File: config.mk
export PLATFORM = sky130hd
export DESIGN_NAME = sweep_scanner
export DESIGN_NICKNAME = d
export VERILOG_FILES = /design/src/rtl/sweep_scanner.sv
export SDC_FILE = /design/constraint.sdc
export NUM_CORES = 1
export LEC_CHECK = 0
export CORE_MARGIN = 3
export CORE_UTILIZATION = 40
export DETAILED_ROUTE_END_ITERATION = 6
export SKIP_LAST_GASP = 1
export SYNTH_ARGS = -nofsm -noshare
export SYNTH_HDL_FRONTEND = slang
export SYNTH_SLANG_ARGS = --single-unit
File: constraint.sdc
create_clock -name clk -period 2.9 [get_ports clk]
set_clock_uncertainty 0.1 [all_clocks]
set_input_delay 0.58 -clock clk [delete_from_list [all_inputs] [get_ports clk]]
set_output_delay 0.58 -clock clk [all_outputs]
set_load 0.005 [all_outputs]
File: src/rtl/sweep_scanner.sv
// Servo sweep sequencer: steps an angle between ANGLE_MIN and ANGLE_MAX, settles,
// takes one range measurement per step and emits (angle, range, dir, tmo) samples.
module sweep_scanner #(
    parameter int ANGLE_W     = 9,
    parameter int ANGLE_MIN   = 0,
    parameter int ANGLE_MAX   = 270,
    parameter int STEP        = 5,
    parameter int DWELL_CYC   = 2000000,
    parameter int TIMEOUT_CYC = 5000000,
    parameter int RANGE_W     = 8
) (
    input  logic               clk,
    input  logic               rst,
    input  logic               start,
    input  logic               stop,
    input  logic               continuous,
    output logic [ANGLE_W-1:0] servo_angle,
    output logic               meas_req,
    input  logic               meas_valid,
    input  logic [RANGE_W-1:0] range_in,
    output logic               sample_valid,
    output logic [ANGLE_W-1:0] sample_angle,
    output logic [RANGE_W-1:0] sample_range,
    output logic               sample_dir,
    output logic               sample_tmo,
    output logic               busy,
    output logic               sweep_done,
    output logic [2:0]         state_dbg
);

    localparam int AW1       = ANGLE_W + 1;
    localparam int DWELL_W   = $clog2(DWELL_CYC + 1);
    localparam int TMO_W     = $clog2(TIMEOUT_CYC + 1);
    localparam int RESTART_I = (ANGLE_MIN + STEP > ANGLE_MAX) ? ANGLE_MAX : ANGLE_MIN + STEP;

    localparam logic [ANGLE_W-1:0] A_MIN     = ANGLE_W'(ANGLE_MIN);
    localparam logic [ANGLE_W-1:0] A_MAX     = ANGLE_W'(ANGLE_MAX);
    localparam logic [ANGLE_W-1:0] A_RESTART = ANGLE_W'(RESTART_I);
    localparam logic [AW1-1:0]     A_MIN_X   = AW1'(ANGLE_MIN);
    localparam logic [AW1-1:0]     A_MAX_X   = AW1'(ANGLE_MAX);
    localparam logic [AW1-1:0]     STEP_X    = AW1'(STEP);
    localparam logic [DWELL_W-1:0] DWELL_LAST = DWELL_W'(DWELL_CYC - 1);
    localparam logic [TMO_W-1:0]   TMO_LAST   = TMO_W'(TIMEOUT_CYC - 1);

    typedef enum logic [2:0] {
        S_IDLE    = 3'd0,
        S_SETTLE  = 3'd1,
        S_MEASURE = 3'd2,
        S_EMIT    = 3'd3,
        S_STEP    = 3'd4
    } state_t;

    state_t               state, state_n;
    logic [ANGLE_W-1:0]   angle, angle_n;
    logic                 dir, dir_n;
    logic [DWELL_W-1:0]   dwell_cnt, dwell_n;
    logic [TMO_W-1:0]     tmo_cnt, tmo_n;
    logic [ANGLE_W-1:0]   smp_angle, smp_angle_n;
    logic [RANGE_W-1:0]   smp_range, smp_range_n;
    logic                 smp_dir, smp_dir_n;
    logic                 smp_tmo, smp_tmo_n;
    logic [AW1-1:0]       up_sum, dn_diff;
    logic [ANGLE_W-1:0]   up_next, dn_next;

    // One extra bit so overshoot above ANGLE_MAX or a borrow below zero is visible before truncation.
    always_comb begin
        up_sum  = {1'b0, angle} + STEP_X;
        dn_diff = {1'b0, angle} - STEP_X;
        up_next = (up_sum > A_MAX_X) ? A_MAX : up_sum[ANGLE_W-1:0];
        dn_next = (dn_diff[ANGLE_W] || (dn_diff < A_MIN_X)) ? A_MIN : dn_diff[ANGLE_W-1:0];
    end

    always_ff @(posedge clk or posedge rst) begin
        if (rst) begin
            state     <= S_IDLE;
            angle     <= A_MIN;
            dir       <= 1'b0;
            dwell_cnt <= '0;
            tmo_cnt   <= '0;
            smp_angle <= '0;
            smp_range <= '0;
            smp_dir   <= 1'b0;
            smp_tmo   <= 1'b0;
        end else begin
            state     <= state_n;
            angle     <= angle_n;
            dir       <= dir_n;
            dwell_cnt <= dwell_n;
            tmo_cnt   <= tmo_n;
            smp_angle <= smp_angle_n;
            smp_range <= smp_range_n;
            smp_dir   <= smp_dir_n;
            smp_tmo   <= smp_tmo_n;
        end
    end

    // Sensor handshake: meas_req is high for every MEASURE cycle; a meas_valid strobe seen while
    // meas_req is high completes the transfer (range_in captured that cycle), and meas_req drops
    // the next cycle. meas_valid while meas_req is low carries no meaning and is ignored.
    always_comb begin
        state_n     = state;
        angle_n     = angle;
        dir_n       = dir;
        dwell_n     = dwell_cnt;
        tmo_n       = tmo_cnt;
        smp_angle_n = smp_angle;
        smp_range_n = smp_range;
        smp_dir_n   = smp_dir;
        smp_tmo_n   = smp_tmo;
        sweep_done  = 1'b0;

        case (state)
            S_IDLE: begin
                angle_n = A_MIN;
                if (start && !stop) begin
                    state_n = S_SETTLE;
                    dir_n   = 1'b0;
                    dwell_n = '0;
                end
            end
            S_SETTLE: begin
                if (dwell_cnt == DWELL_LAST) begin
                    state_n = S_MEASURE;
                    tmo_n   = '0;
                end else begin
                    dwell_n = dwell_cnt + DWELL_W'(1);
                end
            end
            S_MEASURE: begin
                if (meas_valid) begin
                    state_n     = S_EMIT;
                    smp_range_n = range_in;
                    smp_tmo_n   = 1'b0;
                    smp_angle_n = angle;
                    smp_dir_n   = dir;
                end else if (tmo_cnt == TMO_LAST) begin
                    state_n     = S_EMIT;
                    smp_range_n = '1;
                    smp_tmo_n   = 1'b1;
                    smp_angle_n = angle;
                    smp_dir_n   = dir;
                end else begin
                    tmo_n = tmo_cnt + TMO_W'(1);
                end
            end
            S_EMIT: begin
                state_n = S_STEP;
            end
            S_STEP: begin
                dwell_n = '0;
                if (!dir) begin
                    state_n = S_SETTLE;
                    if (angle < A_MAX) begin
                        angle_n = up_next;
                    end else begin
                        dir_n   = 1'b1;
                        angle_n = dn_next;
                    end
                end else if (angle > A_MIN) begin
                    state_n = S_SETTLE;
                    angle_n = dn_next;
                end else begin
                    sweep_done = 1'b1;
                    if (continuous) begin
                        state_n = S_SETTLE;
                        dir_n   = 1'b0;
                        angle_n = A_RESTART;
                    end else begin
                        state_n = S_IDLE;
                        angle_n = A_MIN;
                    end
                end
            end
            default: begin
                state_n = S_IDLE;
                angle_n = A_MIN;
            end
        endcase

        // Abort overrides everything; the EMIT strobe is decoded from the current state and still completes.
        if (stop && (state != S_IDLE)) begin
            state_n    = S_IDLE;
            angle_n    = A_MIN;
            dir_n      = 1'b0;
            dwell_n    = '0;
            tmo_n      = '0;
            sweep_done = 1'b0;
        end
    end

    assign servo_angle  = angle;
    assign meas_req     = (state == S_MEASURE);
    assign sample_valid = (state == S_EMIT);
    assign sample_angle = smp_angle;
    assign sample_range = smp_range;
    assign sample_dir   = smp_dir;
    assign sample_tmo   = smp_tmo;
    assign busy         = (state != S_IDLE);
    assign state_dbg    = state;

endmodule
**Word-level counts from Yosys, hierarchy flattened**

Cells that the tools add are included.

- Flip-flop bits (word level): 76
- Input bits: 14
- Bits in latches: 0
- Bits in read-only memories: 0
- Output and inout port bits: 35
- RAM bits: 0
- Logic and storage cells: 91
- Memories kept: 0

- $lt $le $gt $ge: 4
- Shift operators: 0
- Divide/modulo/power cells: 0
- $add $sub $neg: 4
- $mul: 0
- Reduce and logical (&&, ||, !) cells: 16
- Eq/ne operators: 13
- Muxes and demuxes: 45
- Bitwise operators: 0

Operators with widths:

| operator | count |
|---|---|
| 2-to-1 mux 23 bit | 4 |
| 2-to-1 mux 9 bit | 8 |
| 2-to-1 mux 21 bit | 3 |
| case mux 21 bit (3 select lines) | 1 |
| case mux 23 bit (2 select lines) | 1 |
| adder 23 x 1 -> 23 bit, second input constant | 1 |
| equality test 23 bit, second input constant | 1 |
| adder 21 x 1 -> 21 bit, second input constant | 1 |
| equality test 21 bit, second input constant | 1 |
| 2-to-1 mux 3 bit | 6 |
| case mux 9 bit (2 select lines) | 1 |
| 2-to-1 mux 1 bit | 17 |
| 2-to-1 mux 8 bit | 2 |
| case mux 3 bit (5 select lines) | 1 |
| adder 9 x 3 -> 10 bit, second input constant | 1 |
| greater-than comparator 10 x 9 -> 1 bit, second input constant | 1 |
| less-than comparator 10 x 1 -> 1 bit, second input constant | 1 |
| subtractor 9 x 3 -> 10 bit, second input constant | 1 |
| greater-than comparator 9 x 1 -> 1 bit, second input constant | 1 |
| less-than comparator 9 bit, second input constant | 1 |
| inequality test 3 bit, second input constant | 3 |
| nonzero test 3 bit | 3 |
| equality test 3 x 2 -> 1 bit, second input constant | 2 |
| inequality test 3 x 2 -> 1 bit, second input constant | 2 |
| other kinds (15) | 18 |

**Longest topological paths before layout**

- Depth in word-level cells: 8
- Depth in mapped cells: 8
- Mapped depth without buffers: 7

**Least setup slack after synthesis**

Ideal clock, no wire load.

- Kind: flip-flop to flip-flop
- Start: register angle[1], in the netlist servo_angle[1]
- End: register angle[1], in the netlist servo_angle[1]
- Library setup time: 0.119 ns
- Data arrival time: 2.008 ns
- Stages on the path, launching flop included: 9
- Setup slack: 0.672 ns
- Required time: 2.681 ns
- Path buffers: 1
- Period minus slack after synthesis: 2.228 ns
- Cell sequence: dfrtp_1 -> buf_2 -> inv_1 -> ha_1 -> or4bb_1 -> nor3_4 -> nor2_1 -> a32oi_1 -> a21bo_2

- Word-level cells in the longest chain between the ends: 8
- Elaborated cells on any way between the ends: 14
- Classes of those cells: 2 x add/sub; 4 x order compare; 7 x mux; 1 x reduce/logical

Ends and longest elaborated chain:

| item | line | RTL |
|---|---|---|
| start: declaration | 54 | `logic [ANGLE_W-1:0] angle, angle_n;` |
| start signal: assignment | 86 | `angle <= angle_n;` |
| subtractor 9 x 3 -> 10 bit | 68 | `dn_diff = {1'b0, angle} - STEP_X;` |
| less-than comparator 10 x 1 -> 1 bit | 70 | `dn_next = (dn_diff[ANGLE_W] \|\| (dn_diff < A_MIN_X)) ? A_MIN : dn_diff[ANGLE_W-1:0];` |
| logical OR 1 bit | 70 |  |
| 2-to-1 mux 9 bit | 70 |  |
| 2-to-1 mux 9 bit (on tied branches) | 153, 159 |  |
| 2-to-1 mux 9 bit * | 151 | `if (!dir) begin` |
| case mux 9 bit (2 select lines) * | 112 | `case (state)` |
| 2-to-1 mux 9 bit * | 181 | `if (stop && (state != S_IDLE)) begin` |

Mark *: on every way between the ends. The rest lies on a longest branch, timed or not.
A chain may end at the register's enable or synchronous reset.

**Final worst setup path**

- Start: register state[1], in the netlist state_dbg[1]
- End: output port sweep_done

- Word-level cells in the longest chain between the ends: 3
- Elaborated cells on any way between the ends: 5
- Classes of those cells: 1 x eq/ne; 2 x mux; 2 x reduce/logical

Ends and longest elaborated chain:

| item | line | RTL |
|---|---|---|
| start: declaration | 53 | `state_t state, state_n;` |
| start signal: assignment | 85 | `state <= state_n;` |
| equality test 3 bit / nonzero test 3 bit (equally long branches) | 112, 181 |  |
| 2-to-1 mux 1 bit / logical AND 1 bit (equally long branches) | 112, 181 |  |
| 2-to-1 mux 1 bit * | 181 |  |
| end: declaration | 27 | `output logic sweep_done,` |

Marks and branches as above.

==> out/results.tsv <==
stage	metric	value	unit
die	io_pins	49	
placement	routabilityCongestion	0.891	
layout	drive_gt1_frac	0.123	
power_and_ir_drop	vdd_drop_max	209	uV
run_status	status	completed	
synth	syn_nets	541	
drt	drt_wl_total	12.4	mm
die	coreArea	11500	um2
sta	worstMarginPinSlew	0.635	ns
die	fp.dieH	115	um
setup_path	startpoint_type	flop	
placement	port_buffers	48	
synth	synth_compound_area_frac	0.244	
cts	cts_sinks	76	
power_and_ir_drop	cellLeakagePower	2.40	nW
setup_path	end_kind	output port	
synth	netlist_area	4770	um2
sta	post-route-period-util	0.954	
setup_path	cp.required	2.22	ns
synth	synth-edff-count	0	
flow_run	drv_cap	0	
sta	maxSlewViolCount	0	
global_route	grt_antenna_before_repair	0	
die	initial_core_util	0.414	
synth	synth_top_cell_by_area	dfrtp_1	
global_route	grt-ovfl-total	0	
power_and_ir_drop	p_sw	0.607	mW
setup_path	path_class	flop to output port	
sta	timing.hold.ws	0.387	ns
power_and_ir_drop	power	2.47	mW
setup_path	worst_ep_arrival_time	2.09	ns
setup_path	cp_max_fo	13	
sta	rsz0062_at_grt	false	
die	row_count	39	
drt	ant_nets	0	
synth	synth_area_leaders	dfrtp_1, nand2_1, a21oi_1	
layout	num-nets-final	585	
synth	synth_xor_area_frac	0.00551	
power_and_ir_drop	clock_power_share	0.467	
cts	ctsHoldBuffers	0	
layout	syn2layout_area_growth	20.5	%
placement	dp.cells	697	
global_route	grt_pass1_wl	20.8	mm
cts	cts.reportedPaths.clkPinSlew	0.06	ns
placement	dpl.hpwl	8.40	mm
cts	cts-root-buf	clkbuf_16	
sta	finalHoldViolCount	0	
cts	cts_buffers	9	
sta	maxSlewHeadroom	0.577	
cts	cts_tree	yes	
drt	dr_total_vias	4401	
cts	ctsResizeCount	0	
synth	synth-adder-area-share	0.0157	
global_route	grt.total_usage	0.195	
drt	drt-pass1-iter-count	5	
sta	setup_tns	0	ns
synth	yosys.area.top_type_share	0.399	
cts	htree_levels	3	
sta	clock.fmax	362	MHz
synth	postSynth.asyncResetShare	1.00	
synth	syn_avg_cell_area	9.16	um2
power_and_ir_drop	pwr-share-comb	0.089	
die	die-width	115	um
die	die-area	13300	um2
synth	synthCells	521	
global_route	grt_max_degree	77	
power_and_ir_drop	p_int	1.86	mW
power_and_ir_drop	p_per_area	430	nW/um2
global_route	grt_pass1_vias	4042	
drt	drc	0	
cts	clockBufferDepth	2	
synth	synth_seq_area_share	0.399	
sta	final-setup-viol-count	0	
synth	synthMuxAreaShare	0.0511	
layout	stdcell_count	713	
sta	period_needed	2.77	ns
cts	post-cts-setup-buffers	0	
synth	synthSimpleGateAreaFrac	0.241	
drt	routedWlPerCell	17.3	um
cts	clock_latency	0.34	ns
synth	ys_ff_latch	76	
drt	drt_iter0_drc	362	
drt	vias_per_cell	6.17	
synth	ys.flop_type	dfrtp_1	
synth	synth_cell_type_count	72	
layout	num_antenna_cells	0	
power_and_ir_drop	p_seq_frac	0.444	
synth	yosysWarnings	0	
power_and_ir_drop	switching_share	0.246	
min_path	hp-class	flop to flop	
synth	synth_top_family_by_area	compound AO/OA/AOI/OAI gates	
routing by layer:
metal  vias up  global-route usage  wire (um)  share of wire
li1       2091                   -          -              -
met1      2123               0.285       5780           0.47
met2       167               0.291       5560           0.45
met3        20              0.0289        779          0.063
met4         0              0.0775        236          0.019
met5         -                   0          0              0
flip-flops by register name (all words and copies together), names as in the netlist:
name and cells:
servo_angle 9, tmo_cnt 23, sample_range 8, dir 1, state_dbg 3, dwell_cnt 21
sample_dir 1, sample_angle 9, sample_tmo 1
final cells by class:
type / instances / area, um2
clock inverters: 6 / 63.8
fillers: 1070 / 5770
repair buffers: 71 / 666
multi-input cells: 396 / 2660
clock buffers: 10 / 239
well taps: 143 / 179
inverters: 11 / 42.5
flip-flops and latches: 76 / 1900
placed cells by master (no fill, tap or decap), types with 4 or more instances in the layout:
cell type / netlist / layout
dfrtp_1: 76 / 76
nand2_1: 56 / 56
clkdlybuf4s50_1: 0 / 48
a21oi_1: 30 / 30
nor2_1: 26 / 26
a31oi_1: 22 / 22
buf_4: 1 / 22
nand3_1: 20 / 20
o21ai_0: 18 / 18
nor3_1: 13 / 13
nand2b_1: 12 / 12
nand4_1: 11 / 11
and3_1: 11 / 11
inv_1: 11 / 10
mux2i_1: 9 / 9
clkbuf_16: 0 / 9
a211oi_1: 8 / 8
or4_1: 8 / 8
a41oi_1: 8 / 8
o211ai_1: 8 / 8
o22a_1: 8 / 8
mux2_4: 8 / 8
o21a_1: 7 / 7
and2_1: 6 / 6
a21o_1: 6 / 6
o31ai_1: 6 / 6
and4_1: 6 / 6
ha_1: 6 / 6
nor4_1: 5 / 5
o311a_1: 5 / 5
o2111ai_1: 5 / 5
a31o_2: 5 / 5
nor3b_1: 4 / 4
or3_1: 4 / 4
critical path, cell delays in order (launching register included):
cell             delay (ns)
dfrtp_1                0.51
nor2_1                 0.34
nand3b_1               0.20
nor2_1                 0.17
clkdlybuf4s50_1        0.52
synthesized netlist by cell type, types with 3 or more instances:
master     instances
a21oi_1           30
a31o_2             5
and2_1             6
nor4_1             5
o21ai_0           18
buf_2             15
o21a_1             7
a41oi_1            8
nor4b_1            3
o21bai_1           3
o31ai_1            6
o311a_1            5
o2111ai_1          5
inv_1             11
and3_1            11
and4_1             6
a31oi_1           22
a21o_1             6
mux2i_1            9
nand4_1           11
nand2_1           56
or4_1              8
nand4b_1           3
nor2_1            26
mux2_4             8
ha_1               6
nor3_1            13
nand3_1           20
or3_1              4
dfrtp_1           76
o211ai_1           8
o22a_1             8
clkbuf_1          19
a211oi_1           8
nor3b_1            4
nand2b_1          12
power by group through the flow:
stage	Clock, mW	Sequential, mW	Combinational [mW]
finish	1.16	1.10	0.220
global route	1.24	1.10	0.242
CTS	1.18	1.10	0.222
detailed placement	0	1.12	0.222
global placement	0	1.12	0.217
floorplan	0	1.11	0.119
per-stage QoR:
step	instance area, um2	worst slack [ns]	util
2_1_floorplan	4770	0.282	-
3_3_place_gp	5450	0.265	0.473
3_5_place_dp	5450	0.270	0.473
4_1_cts	5750	0.136	0.499
5_1_grt	5750	0.0371	0.499
6_report	5750	0.135	0.499
path summary, 6_finish.rpt:
kind,start,cells after the start,end,slack [ns]
max,state_dbg[1]$_DFFE_PP0P_,4,sweep_done,0.13
min,tmo_cnt[22]$_DFFE_PP0P_,1,tmo_cnt[22]$_DFFE_PP0P_,0.39
max reg2reg,tmo_cnt[0]$_DFFE_PP0P_,6,sample_angle[0]$_DFFE_PP0P_,0.35
min reg2reg,tmo_cnt[22]$_DFFE_PP0P_,1,tmo_cnt[22]$_DFFE_PP0P_,0.39
max in group asynchronous,rst,3,sample_angle[8]$_DFFE_PP0P_,1.82
min in group asynchronous,rst,3,sample_angle[4]$_DFFE_PP0P_,0.53
cell families after synthesis:
group           Yosys count
buf+inv                  49
simple gates            204
fa+ha+maj                 6
flops                    76
mux                      20
xor+xnor                  3
compound gates          163
Power figures use the tool's default switching activity.
==> patch, RTL diff (same flow settings) <==
Make the reset (`rst`) synchronous in one clocked block.
--- a/src/rtl/sweep_scanner.sv
+++ b/src/rtl/sweep_scanner.sv
@@ -70,7 +70,7 @@
         dn_next = (dn_diff[ANGLE_W] || (dn_diff < A_MIN_X)) ? A_MIN : dn_diff[ANGLE_W-1:0];
     end
 
-    always_ff @(posedge clk or posedge rst) begin
+    always_ff @(posedge clk) begin
         if (rst) begin
             state     <= S_IDLE;
             angle     <= A_MIN;
Function: differs if rst is asserted again (counterexample within 4 cycles, from zero or initial values and one cycle with rst high); with rst held inactive, the same outputs for 10 cycles.
==> patch against the unedited design <==
Total power decreased by 21%. Area after synthesis down 11%. Wire length shrank 8.5%. Critical path depth rose by 2. Sequential cell count unchanged. Sequential power fell by 5%. Setup slack got worse by 0.023 ns. Final area fell by 10%. Critical endpoint unchanged. Highest routed layer unchanged.
==> patch: results (changes against the unedited design) <==
----------------------------------------------------
[GRT]
  Global Route Usage Sum ... 19.6% (was 19.5%)
  Pin count of the biggest net entering global routing ... 27 (was 77)
  Met1 track demand over resource in global routing ... 26.8% (was 28.5%)

[Power and ir drop]
  Clock share of power ... 40.6% (was 46.7%)
  IR Drop Worst-Case VDD ... 0.000310 V (was 0.000209 V)

[Placement]
  Total placed instance area ... 0.00497 sq mm (was 0.00545 sq mm)
  DPL Wire Length ... 8.12 mm (was 8.40 mm)
  Place WS ... 0.169 ns (was 0.270 ns)
  Number of placed cells counting well taps ... 711 (was 697)

[Setup path]
  Slowest stage delay, CP ... 0.54 ns (was 0.52 ns)
  Critical path peak fanout ... 10 (was 13)

[Logic synthesis]
  Post-Synth XOR/XNOR Area ... 6.01% (was 0.551%)
  Multiplexer share of the synthesized area ... 3.08% (was 5.11%)
  Yosys cell types ... 65 (was 72)
  Leading register cell type out of synthesis ... sky130_fd_sc_hd__dfxtp_1 (was sky130_fd_sc_hd__dfrtp_1)
  Area fraction in compound gates after synthesis ... 18.0% (was 24.4%)
  Portion of the post-synthesis area used by sequential elements ... 36.0% (was 39.9%)
  Post-synthesis adder-cell area fraction ... 1.78% (was 1.57%)
  Most frequent cells after synthesis ... sky130_fd_sc_hd__nor2_1, sky130_fd_sc_hd__dfxtp_1, sky130_fd_sc_hd__nand2_1, sky130_fd_sc_hd__a21oi_1, sky130_fd_sc_hd__clkbuf_1 (was sky130_fd_sc_hd__dfrtp_1, sky130_fd_sc_hd__nand2_1, sky130_fd_sc_hd__a21oi_1, sky130_fd_sc_hd__nor2_1, sky130_fd_sc_hd__a31oi_1)
  Async set-reset flop share out of synthesis ... 0% (was 100%)

[Drt]
  Wire length on met2 ... 5.38 mm (was 5.56 mm)
  Sum of met3 wire segment lengths after detailed routing ... 442 um (was 779 um)
  Detail-routed net length per standard cell ... 15.6 um (was 17.3 um)

[Outcome]
  Outcome ... finished, final reports clean (unchanged)

[Clock tree]
  Clock transition at the register clock pins on the worst setup and hold paths after CTS ... 0.08 ns (was 0.06 ns)

[Timing]
  Slew at the pin with the worst max-slew slack ... 0.927 ns (was 0.635 ns)

----------------------------------------------------
==> patch: cell count changes in the layout (fill, tap and decap cells not counted), moves of 9 or more <==
| cell | unedited run | this run |
|---|---|---|
| sky130_fd_sc_hd__nand2_1 | 56 | 45 |
| sky130_fd_sc_hd__dfrtp_1 | 76 | 0 |
| sky130_fd_sc_hd__clkbuf_8 | 1 | 10 |
| sky130_fd_sc_hd__clkbuf_16 | 9 | 0 |
| sky130_fd_sc_hd__nor2_1 | 26 | 83 |
| sky130_fd_sc_hd__xnor2_1 | 1 | 16 |
| sky130_fd_sc_hd__dfxtp_1 | 0 | 75 |
| sky130_fd_sc_hd__a31oi_1 | 22 | 6 |
| sky130_fd_sc_hd__xor2_1 | 2 | 13 |
| sky130_fd_sc_hd__nand2b_1 | 12 | 2 |
==> patch: cell families after synthesis <==
kind of cell	count (synthesis)
compound gates	115
mux	13
buf+inv	40
fa+ha+maj	6
simple gates	252
xor+xnor	29
flops	76
==> patch: cell type report <==
class / instances / area, sq um / area share, %
Multi-Input combinational cell: 415 / 2540 / 49.2
Clock buffer: 10 / 138 / 2.66
Sequential cell: 76 / 1520 / 29.5
Inverter: 10 / 37.5 / 0.726
Tap cell: 133 / 166 / 3.22
Timing Repair Buffer: 77 / 711 / 13.7
Clock inverter: 5 / 52.6 / 1.02
==> patch: path summary, 6_finish.rpt <==
path	from	endpoint	slack, ns	cells after the start
worst min register to register	dwell_cnt[1]	dwell_cnt[1]	0.39	2
worst min-delay path	dwell_cnt[1]	dwell_cnt[1]	0.39	2
worst max-delay path	servo_angle[1]	sweep_done	0.11	6
worst max register to register	dwell_cnt[7]	tmo_cnt[17]	0.16	6
